==> config.mk <==
export PLATFORM = sky130hd
export DESIGN_NAME = ex_stage_flat
export DESIGN_NICKNAME = d
export VERILOG_FILES = /design/src/rtl/ex_stage_if.sv /design/src/rtl/ex_stage.sv /design/src/flat_wrapper.sv
export SDC_FILE = /design/constraint.sdc
export NUM_CORES = 1
export LEC_CHECK = 0
export CAP_MARGIN = 20
export CORE_MARGIN = 2
export CORE_UTILIZATION = 25
export DETAILED_ROUTE_END_ITERATION = 10
export DONT_BUFFER_PORTS = 1
export GPL_TIMING_DRIVEN = 1
export REMOVE_ABC_BUFFERS = 1
export SYNTH_ARGS = -nofsm -noshare
export SYNTH_HDL_FRONTEND = slang
export SYNTH_SLANG_ARGS = --single-unit
==> constraint.sdc <==
create_clock -name clk -period 9.9 [get_ports clk]
set_clock_uncertainty 0.2 [all_clocks]
set_input_delay 1.98 -clock clk [delete_from_list [all_inputs] [get_ports clk]]
set_output_delay 1.98 -clock clk [all_outputs]
set_load 0.05 [all_outputs]
==> src/rtl/ex_stage_if.sv <==
// ex_stage_if: bundles the decode-to-execute bus together with everything the
// execute stage drives back out (MEM bus, decode forwarding, data SRAM request).
//   master : the decode side / environment; drives id_to_ex_bus, observes the rest
//   slave  : the execute stage; consumes id_to_ex_bus, drives the rest
interface ex_stage_if #(
  parameter int ID_TO_EX_WD  = 164,
  parameter int EX_TO_MEM_WD = 78
);
  logic [ID_TO_EX_WD-1:0]  id_to_ex_bus;
  logic [EX_TO_MEM_WD-1:0] ex_to_mem_bus;
  logic [37:0]             ex_to_rf_bus;
  logic                    ex_is_load;
  logic                    data_sram_en;
  logic [3:0]              data_sram_wen;
  logic [31:0]             data_sram_addr;
  logic [31:0]             data_sram_wdata;

  modport master (
    output id_to_ex_bus,
    input  ex_to_mem_bus, ex_to_rf_bus, ex_is_load,
    input  data_sram_en, data_sram_wen, data_sram_addr, data_sram_wdata
  );

  modport slave (
    input  id_to_ex_bus,
    output ex_to_mem_bus, ex_to_rf_bus, ex_is_load,
    output data_sram_en, data_sram_wen, data_sram_addr, data_sram_wdata
  );
endinterface

==> src/rtl/ex_stage.sv <==
// ex_stage: execute stage of the 5-stage MIPS pipeline.
// Holds the ID/EX pipeline register, runs the ALU, issues the data SRAM
// request and forwards results to MEM and back to decode.
// Ports:
//   clk, rst_n : clock and asynchronous active-low reset
//   stall      : pipeline stall vector (bit 2 = ID, bit 3 = EX, 1 = stop)
//   bus        : ex_stage_if.slave carrying id_to_ex_bus in, and
//                ex_to_mem_bus, ex_to_rf_bus, ex_is_load, data_sram_* out
module ex_stage #(
  parameter int ID_TO_EX_WD  = 164,
  parameter int EX_TO_MEM_WD = 78,
  parameter int STALL_WD     = 6
) (
  input  logic                clk,
  input  logic                rst_n,
  input  logic [STALL_WD-1:0] stall,
  ex_stage_if.slave           bus
);

  logic [ID_TO_EX_WD-1:0] id_ex_q, id_ex_d;

  // Bubble when decode stops but execute moves on, so the slot left behind
  // carries no register write or memory request; otherwise follow decode.
  always_comb begin
    id_ex_d = id_ex_q;
    if (stall[2] && !stall[3]) begin
      id_ex_d = '0;
    end else if (!stall[2]) begin
      id_ex_d = bus.id_to_ex_bus;
    end
  end

  always_ff @(posedge clk or negedge rst_n) begin
    if (!rst_n) begin
      id_ex_q <= '0;
    end else begin
      id_ex_q <= id_ex_d;
    end
  end

  logic [4:0]  mem_op;
  logic [31:0] pc, inst, rdata1, rdata2;
  logic [11:0] alu_op;
  logic [2:0]  sel_src1;
  logic [3:0]  sel_src2;
  logic        ram_en, rf_we, sel_rf_res;
  logic [3:0]  ram_wen;
  logic [4:0]  rf_waddr;

  assign mem_op     = id_ex_q[163:159];
  assign pc         = id_ex_q[158:127];
  assign inst       = id_ex_q[126:95];
  assign alu_op     = id_ex_q[94:83];
  assign sel_src1   = id_ex_q[82:80];
  assign sel_src2   = id_ex_q[79:76];
  assign ram_en     = id_ex_q[75];
  assign ram_wen    = id_ex_q[74:71];
  assign rf_we      = id_ex_q[70];
  assign rf_waddr   = id_ex_q[69:65];
  assign sel_rf_res = id_ex_q[64];
  assign rdata1     = id_ex_q[63:32];
  assign rdata2     = id_ex_q[31:0];

  logic [31:0] imm_sext, imm_zext, src1, src2, alu_res, mem_addr;
  logic [4:0]  sa;

  assign imm_sext = {{16{inst[15]}}, inst[15:0]};
  assign imm_zext = {16'b0, inst[15:0]};

  assign src1 = ({32{sel_src1[0]}} & rdata1)
              | ({32{sel_src1[1]}} & pc)
              | ({32{sel_src1[2]}} & {27'b0, inst[10:6]});

  assign src2 = ({32{sel_src2[0]}} & rdata2)
              | ({32{sel_src2[1]}} & imm_sext)
              | ({32{sel_src2[2]}} & 32'd8)
              | ({32{sel_src2[3]}} & imm_zext);

  assign sa = src1[4:0];

  // One-hot op select; several ops at once simply OR together.
  assign alu_res = ({32{alu_op[11]}} & (src1 + src2))
                 | ({32{alu_op[10]}} & (src1 - src2))
                 | ({32{alu_op[9]}}  & {31'b0, $signed(src1) < $signed(src2)})
                 | ({32{alu_op[8]}}  & {31'b0, src1 < src2})
                 | ({32{alu_op[7]}}  & (src1 & src2))
                 | ({32{alu_op[6]}}  & ~(src1 | src2))
                 | ({32{alu_op[5]}}  & (src1 | src2))
                 | ({32{alu_op[4]}}  & (src1 ^ src2))
                 | ({32{alu_op[3]}}  & (src2 << sa))
                 | ({32{alu_op[2]}}  & (src2 >> sa))
                 | ({32{alu_op[1]}}  & 32'($signed(src2) >>> sa))
                 | ({32{alu_op[0]}}  & {src2[15:0], 16'b0});

  // Memory address has its own adder so the ALU op choice never affects it.
  assign mem_addr = rdata1 + imm_sext;

  logic [3:0]  store_wen;
  logic [31:0] store_wdata;

  // ram_wen field is {-, sb, sh, sw}; wider stores win. Low address bits that
  // a store width cannot use are ignored rather than trapped.
  always_comb begin
    store_wen   = 4'b0000;
    store_wdata = 32'b0;
    if (ram_wen[0]) begin
      store_wen   = 4'b1111;
      store_wdata = rdata2;
    end else if (ram_wen[1]) begin
      store_wen   = mem_addr[1] ? 4'b1100 : 4'b0011;
      store_wdata = {2{rdata2[15:0]}};
    end else if (ram_wen[2]) begin
      store_wen   = 4'b0001 << mem_addr[1:0];
      store_wdata = {4{rdata2[7:0]}};
    end
  end

  // The request only goes out in the cycle EX advances, so a store held
  // across a stall is written exactly once.
  logic ex_go;
  assign ex_go = !stall[3];

  assign bus.data_sram_en    = (ram_en | (|store_wen) | (|mem_op)) & ex_go;
  assign bus.data_sram_wen   = ex_go ? store_wen : 4'b0000;
  assign bus.data_sram_addr  = mem_addr;
  assign bus.data_sram_wdata = store_wdata;

  assign bus.ex_is_load    = (|mem_op) | sel_rf_res;
  assign bus.ex_to_rf_bus  = {rf_we, rf_waddr, alu_res};
  assign bus.ex_to_mem_bus = EX_TO_MEM_WD'({mem_op, pc, rf_we, rf_waddr,
                                            sel_rf_res, alu_res, mem_addr[1:0]});

  logic unused_ok;
  assign unused_ok = &{1'b0, stall[STALL_WD-1:4], stall[1:0], inst[31:16], ram_wen[3]};

endmodule

==> src/flat_wrapper.sv <==
// flat-port wrapper written by rule: the top's interface ports become plain ports
module ex_stage_flat 
#(
  parameter int ID_TO_EX_WD  = 164,
  parameter int EX_TO_MEM_WD = 78,
  parameter int STALL_WD     = 6
)
  (clk, rst_n, stall, bus_id_to_ex_bus, bus_ex_to_mem_bus, bus_ex_to_rf_bus, bus_ex_is_load, bus_data_sram_en, bus_data_sram_wen, bus_data_sram_addr, bus_data_sram_wdata);
  ex_stage_if #(.ID_TO_EX_WD(ID_TO_EX_WD), .EX_TO_MEM_WD(EX_TO_MEM_WD)) bus_i ();
  input  logic clk;
  input  logic rst_n;
  input  logic [STALL_WD-1:0] stall;
  input wire logic [$bits(bus_i.id_to_ex_bus)-1:0] bus_id_to_ex_bus;
  output wire logic [$bits(bus_i.ex_to_mem_bus)-1:0] bus_ex_to_mem_bus;
  output wire logic [$bits(bus_i.ex_to_rf_bus)-1:0] bus_ex_to_rf_bus;
  output wire logic [$bits(bus_i.ex_is_load)-1:0] bus_ex_is_load;
  output wire logic [$bits(bus_i.data_sram_en)-1:0] bus_data_sram_en;
  output wire logic [$bits(bus_i.data_sram_wen)-1:0] bus_data_sram_wen;
  output wire logic [$bits(bus_i.data_sram_addr)-1:0] bus_data_sram_addr;
  output wire logic [$bits(bus_i.data_sram_wdata)-1:0] bus_data_sram_wdata;
  assign bus_i.id_to_ex_bus = bus_id_to_ex_bus;
  assign bus_ex_to_mem_bus = bus_i.ex_to_mem_bus;
  assign bus_ex_to_rf_bus = bus_i.ex_to_rf_bus;
  assign bus_ex_is_load = bus_i.ex_is_load;
  assign bus_data_sram_en = bus_i.data_sram_en;
  assign bus_data_sram_wen = bus_i.data_sram_wen;
  assign bus_data_sram_addr = bus_i.data_sram_addr;
  assign bus_data_sram_wdata = bus_i.data_sram_wdata;
  ex_stage #(.ID_TO_EX_WD(ID_TO_EX_WD), .EX_TO_MEM_WD(EX_TO_MEM_WD), .STALL_WD(STALL_WD)) u_core (.clk(clk), .rst_n(rst_n), .stall(stall), .bus(bus_i));
endmodule
-- After elaboration in Yosys (flattened, before gate mapping)
Index checks and enable logic that the tools add are counted.
- register bits after elaboration: 164
- bits of input ports: 172
- output and inout port bits: 186
- word-level logic and storage cells: 67
- $add $sub $neg: 3
- magnitude comparators: 2
- equality and inequality tests: 1
- shift-type cells: 4
- muxes and demuxes: 10
- bitwise gates (word level): 42
- reduce and logical (&&, ||, !) cells: 4
- operator list (operator ; count):
    $or A32 B32 Y32 ; 16
    $and A32 B32 Y32 ; 15
    $mux W164 ; 2
    $mux W32 ; 3
    $add A32 B32 Y32 ; 2
    $and A32 B1 Y32 ; 2
    $lt A32 B32 Y1 ; 2
    $and A32 B16 Y32 ; 1
    $and A32 B5 Y32 ; 1
    $not A32 Y32 ; 1
    $or A32 B4 Y32 ; 1
    $shl A32 B5 Y32 ; 1
    $shr A32 B5 Y32 ; 1
    $sshr A32 B5 Y32 ; 1
    $sub A32 B32 Y32 ; 1
    $xor A32 B32 Y32 ; 1
    $mux W4 ; 5
    $reduce_or A5 Y1 ; 1
    $reduce_or A4 Y1 ; 1
    $shl A1 B2 Y4 const A ; 1
    $or A1 B1 Y1 ; 3
    $ne A2 B1 Y1 const B ; 1
    $and A1 B1 Y1 ; 1
    $logic_and A1 B1 Y1 ; 1
    $logic_not A1 Y1 ; 1

-- Logic depth before layout (Yosys ltp)
- depth after elaboration: 17
- mapped depth: 19
- gate-level depth less buffers: 15

-- Least setup slack after synthesis
Ideal clock, no wire load.
- kind: flip-flop to output port
- start: register u_core.id_ex_q[81]
- end: output bus_ex_to_rf_bus[31]
- arrival time: 5.620 ns
- required time: 7.720 ns
- slack: 2.100 ns
- stages on the path, launching flop included: 20
- path buffers: 6
- cell sequence: dfrtp_1 -> clkbuf_1 -> a22oi_1 -> nand2_1 -> buf_2 -> buf_1 -> buf_1 -> ha_1 -> buf_2 -> o21ai_0 -> o21ai_1 -> a221oi_1 -> o31ai_1 -> a31oi_1 -> o221a_2 -> o31ai_2 -> or4bb_1 -> mux2i_1 -> o21ai_0 -> buf_4
- word-level cells in the longest chain between the ends: 16
- elaborated cells between the ends (all ways): 32
- those cells by class: add/sub: 2; shift: 3; bitwise: 27
- ends and longest elaborated chain (what ; RTL line ; source):
    start: declaration ; ex_stage.sv:20 ; logic [ID_TO_EX_WD-1:0] id_ex_q, id_ex_d;
    start signal: assignment ; ex_stage.sv:37 ; id_ex_q <= id_ex_d;
    $and A32 B32 Y32 (*) ; ex_stage.sv:71 ; | ({32{sel_src1[1]}} & pc)
    $or A32 B32 Y32 (*) ; ex_stage.sv:71 ;
    $or A32 B32 Y32 (*) ; ex_stage.sv:72 ; | ({32{sel_src1[2]}} & {27'b0, inst[10:6]});
    $add A32 B32 Y32 / $sub A32 B32 Y32 (equally long branches) ; ex_stage.sv:82, ex_stage.sv:83 ;
    $and A32 B32 Y32, on equally long branches ; ex_stage.sv:82, ex_stage.sv:83 ;
    $or A32 B32 Y32 ; ex_stage.sv:83 ; | ({32{alu_op[10]}} & (src1 - src2))
    $or A32 B32 Y32 ; ex_stage.sv:84 ; | ({32{alu_op[9]}} & {31'b0, $signed(src1) < $signed(src2)})
    $or A32 B32 Y32 ; ex_stage.sv:85 ; | ({32{alu_op[8]}} & {31'b0, src1 < src2})
    $or A32 B32 Y32 ; ex_stage.sv:86 ; | ({32{alu_op[7]}} & (src1 & src2))
    $or A32 B32 Y32 ; ex_stage.sv:87 ; | ({32{alu_op[6]}} & ~(src1 | src2))
    $or A32 B32 Y32 ; ex_stage.sv:88 ; | ({32{alu_op[5]}} & (src1 | src2))
    $or A32 B32 Y32 ; ex_stage.sv:89 ; | ({32{alu_op[4]}} & (src1 ^ src2))
    $or A32 B32 Y32 ; ex_stage.sv:90 ; | ({32{alu_op[3]}} & (src2 << sa))
    $or A32 B32 Y32 ; ex_stage.sv:91 ; | ({32{alu_op[2]}} & (src2 >> sa))
    $or A32 B32 Y32 (*) ; ex_stage.sv:92 ; | ({32{alu_op[1]}} & 32'($signed(src2) >>> sa))
    $or A32 B32 Y32 (*) ; ex_stage.sv:93 ; | ({32{alu_op[0]}} & {src2[15:0], 16'b0});
    end: declaration ; flat_wrapper.sv:15 ; output wire logic [$bits(bus_i.ex_to_rf_bus)-1:0] bus_ex_to_rf_bus;
Every way passes the cells marked *; elsewhere a longest branch is shown, timed or not.

-- Worst setup path after layout
- start: register u_core.id_ex_q[127]
- end: output bus_ex_to_mem_bus[2]
- word-level cells in the longest chain between the ends: 16
- elaborated cells between the ends (all ways): 36
- those cells by class: add/sub: 2; order compare: 2; shift: 3; bitwise: 29
- ends and longest elaborated chain (what ; RTL line ; source):
    $and A32 B32 Y32 (*) ; ex_stage.sv:71 ;
    $or A32 B32 Y32 (*) ; ex_stage.sv:71 ;
    $or A32 B32 Y32 (*) ; ex_stage.sv:72 ;
    $add A32 B32 Y32 / $sub A32 B32 Y32 (equally long branches) ; ex_stage.sv:82, ex_stage.sv:83 ;
    $and A32 B32 Y32, on equally long branches ; ex_stage.sv:82, ex_stage.sv:83 ;
    $or A32 B32 Y32 ; ex_stage.sv:83 ;
    $or A32 B32 Y32 ; ex_stage.sv:84 ;
    $or A32 B32 Y32 ; ex_stage.sv:85 ;
    $or A32 B32 Y32 ; ex_stage.sv:86 ;
    $or A32 B32 Y32 ; ex_stage.sv:87 ;
    $or A32 B32 Y32 ; ex_stage.sv:88 ;
    $or A32 B32 Y32 ; ex_stage.sv:89 ;
    $or A32 B32 Y32 ; ex_stage.sv:90 ;
    $or A32 B32 Y32 ; ex_stage.sv:91 ;
    $or A32 B32 Y32 (*) ; ex_stage.sv:92 ;
    $or A32 B32 Y32 (*) ; ex_stage.sv:93 ;
    end: declaration ; flat_wrapper.sv:14 ; output wire logic [$bits(bus_i.ex_to_mem_bus)-1:0] bus_ex_to_mem_bus;
Marks and branches as above.

==> impl_metrics.env <==
export IMPL_via_per_inst=5.37
export IMPL_postLayoutCoreUtil_pct=26.6
export IMPL_stdcell_area_um2=19000
export IMPL_hp_class="flip-flop to flip-flop"
export IMPL_grt_usage_pct=20.2
export IMPL_cp_slowest_cell="buf_4"
export IMPL_numCtsBuffers=17
export IMPL_slew_headroom_pct=21.7
export IMPL_dp_cells=3325
export IMPL_max_freq_mhz=121
export IMPL_placed_area_um2=18400
export IMPL_top_regs="u_core.id_ex_q x147"
export IMPL_drv_slew=0
export IMPL_cpLargestDelayFamily="compound AO/OA/AOI/OAI gates"
export IMPL_tns_ns=0
export IMPL_synth_ff_type="dfrtp_1"
export IMPL_gp_congestion=0.991
export IMPL_ys_top_cells_by_count="nand2_1, o21ai_0, inv_1"
export IMPL_start_util_pct=25.1
export IMPL_cp_cell_sequence="a222oi_1 -> buf_4 -> buf_4 -> ha_1 -> fa_1 -> o21bai_1 -> a211oi_1 -> o22ai_1 -> a31oi_1 -> a21oi_2 -> a31oi_1 -> o221ai_1 -> a211oi_1 -> o21ai_0 -> o211ai_1 -> buf_4 -> buf_6"
export IMPL_hold_slack_ns=0.293
export IMPL_crit_fanout=68
export IMPL_cts_max_level=4
export IMPL_power_density_nw_per_um2=174
export IMPL_cts_tree="done"
export IMPL_avgSynthCellArea_um2=7.01
export IMPL_synthTopCellsByArea="dfrtp_1, ha_1, o21ai_0"
export IMPL_synth_top_area_cell="dfrtp_1"
export IMPL_routedWlPerCell_um=23.1
export IMPL_synth_edf_count=0
export IMPL_crit_top_cell="buf_4"
export IMPL_fin_cells=3357
export IMPL_cts_root_buf="clkbuf_16"
export IMPL_cp_arrival_ns=6.07
export IMPL_area_growth_pct=5.98
export IMPL_worst_pin_slew_ns=1.17
export IMPL_period_share_pct=83.4
export IMPL_fp_dieW_um=272
export IMPL_firstDrtPassIters=6
export IMPL_hold_viol=0
export IMPL_critPathCaptureType="output pin"
export IMPL_cts_setup_buffers=0
export IMPL_ant_nets=0
export IMPL_core_area_um2=71200
export IMPL_start_kind="flip-flop"
export IMPL_clkLatencyLatePin_ns=0.48
export IMPL_postCtsHoldBufs=0
export IMPL_p_leak_nw=8.41
export IMPL_grt_pass1_wl_um=112000
export IMPL_setup_slack_ns=1.65
export IMPL_nNetsFinal=2695
export IMPL_cts_sinks=147
export IMPL_wl_um=77400
export IMPL_min_period_ns=8.25
export IMPL_setup_viol=0
export IMPL_synth_seq_cells=147
export IMPL_fp_dieArea_um2=73800
export IMPL_dp_hpwl_um=58900
export IMPL_maxCapViolCount=0
export IMPL_ys_types=85
export IMPL_largest_register="u_core.id_ex_q"
export IMPL_rsz0062_at_grt="false"
export IMPL_synthArstFlopShare_pct=100
export IMPL_synth_top_area_share_pct=20.6
export IMPL_synth_warnings=0
export IMPL_worst_path_buf_inv=4
export IMPL_grt_max_degree=183
export IMPL_drive_above_1_share_pct=7.57
export IMPL_yosysMostFrequentCell="nand2_1"
export IMPL_grt_pass1_vias=16400
export IMPL_critPathKind="flip-flop to output pin"
export IMPL_netlist_area_um2=17900
export IMPL_ys_seq_area_share_pct=20.6
export IMPL_status="finished, final reports clean"
export IMPL_antenna_found_initial=2
export IMPL_pre_cts_slack_ns=2.23
export IMPL_via_count=18000
export IMPL_route_detailed_drc=0
export IMPL_largest_register_ff_count=147
export IMPL_num_rows=98
export IMPL_clockBufferDepth=2
export IMPL_pin_count=358
export IMPL_max_stage_delay_ns=0.67
export IMPL_drt_iter0_drc=2091
export IMPL_p_total_mw=3.30
export IMPL_worstPathRequired_ns=7.72
export IMPL_die_h_um=272
export IMPL_overflow=0
export IMPL_postCtsResizedCells=0
export IMPL_cts_clk_slew_worst_paths_ns=0.06
export IMPL_port_buffers=0
export IMPL_ir_drop_v=0.000119
export IMPL_synth_cells=2554
## worst min-delay path: cells and delay by family (launching register included)
family | cells | cell delay, ns
flops | 1 | 0.35
compound gates | 1 | 0.06
simple gates | 1 | 0.05
## cells by family (layout without fill, tap and decap cells)
family	after synthesis	count (layout)	share of synthesized area, %
AO/OA/AOI/OAI	856	856	30.4
XOR/XNOR	56	56	2.74
adder cells (fa/ha/maj)	129	129	9.14
buffers and inverters	512	363	13.1
flip-flops	147	147	20.6
multiplexers	107	107	6.14
other	0	2	0
AND/OR/NAND/NOR	747	747	18.0
## cells in the final DEF (no fill, tap or decap), types with 17 or more instances in the layout
cell,count
nand2_1,361
o21ai_0,277
inv_1,246
nor2_1,171
a21oi_1,170
dfrtp_1,147
ha_1,126
mux2i_1,85
nand3_1,83
buf_4,75
a22o_1,45
xnor2_1,37
nor3_1,34
o211ai_1,34
o21ai_1,32
a22oi_1,30
a211oi_1,28
a31oi_1,24
mux2_2,22
a21o_1,21
a221oi_1,21
o22ai_1,21
xor2_1,19
nor2b_1,17
clkbuf_16,17
## routing by layer
metal,vias up,share of wire [%],global-route usage [%]
met4,0,3.4,7.48
met2,838,46,31.9
li1,8541,-,-
met1,8539,44,27.4
met5,-,0,0
met3,99,7.2,3.64
## path summary, 6_finish.rpt
| path | start | end | slack, ns | cells past startpoint |
|---|---|---|---|---|
| max | u_core.id_ex_q[127]$_DFFE_PN0P_ | bus_ex_to_mem_bus[2] | 1.65 | 17 |
| min | u_core.id_ex_q[78]$_DFFE_PN0P_ | u_core.id_ex_q[78]$_DFFE_PN0P_ | 0.29 | 2 |
| max reg2reg | u_core.id_ex_q[88]$_DFFE_PN0P_ | u_core.id_ex_q[88]$_DFFE_PN0P_ | 8.25 | 3 |
| min reg2reg | u_core.id_ex_q[78]$_DFFE_PN0P_ | u_core.id_ex_q[78]$_DFFE_PN0P_ | 0.29 | 2 |
| max in group asynchronous | rst_n | u_core.id_ex_q[85]$_DFFE_PN0P_ | 8.00 | 0 |
| min in group asynchronous | rst_n | u_core.id_ex_q[86]$_DFFE_PN0P_ | 0.99 | 0 |
## final cells by class
type / count / area, um^2
fillers: 7911 / 52300
multi-input cells: 1895 / 11900
flip-flops and latches: 147 / 3680
well taps: 950 / 1190
inverters: 252 / 951
repair buffers: 81 / 639
clock buffers: 19 / 453
clock inverters: 11 / 105
diodes: 2 / 5.00
## report_power, final
part           switching, mW  leakage, nW  internal, mW
sequential             0.127         1.85         0.642
combinational           1.36         6.29         0.511
clock                  0.304        0.264         0.357
No activity file was read; power rests on OpenSTA's default activity.
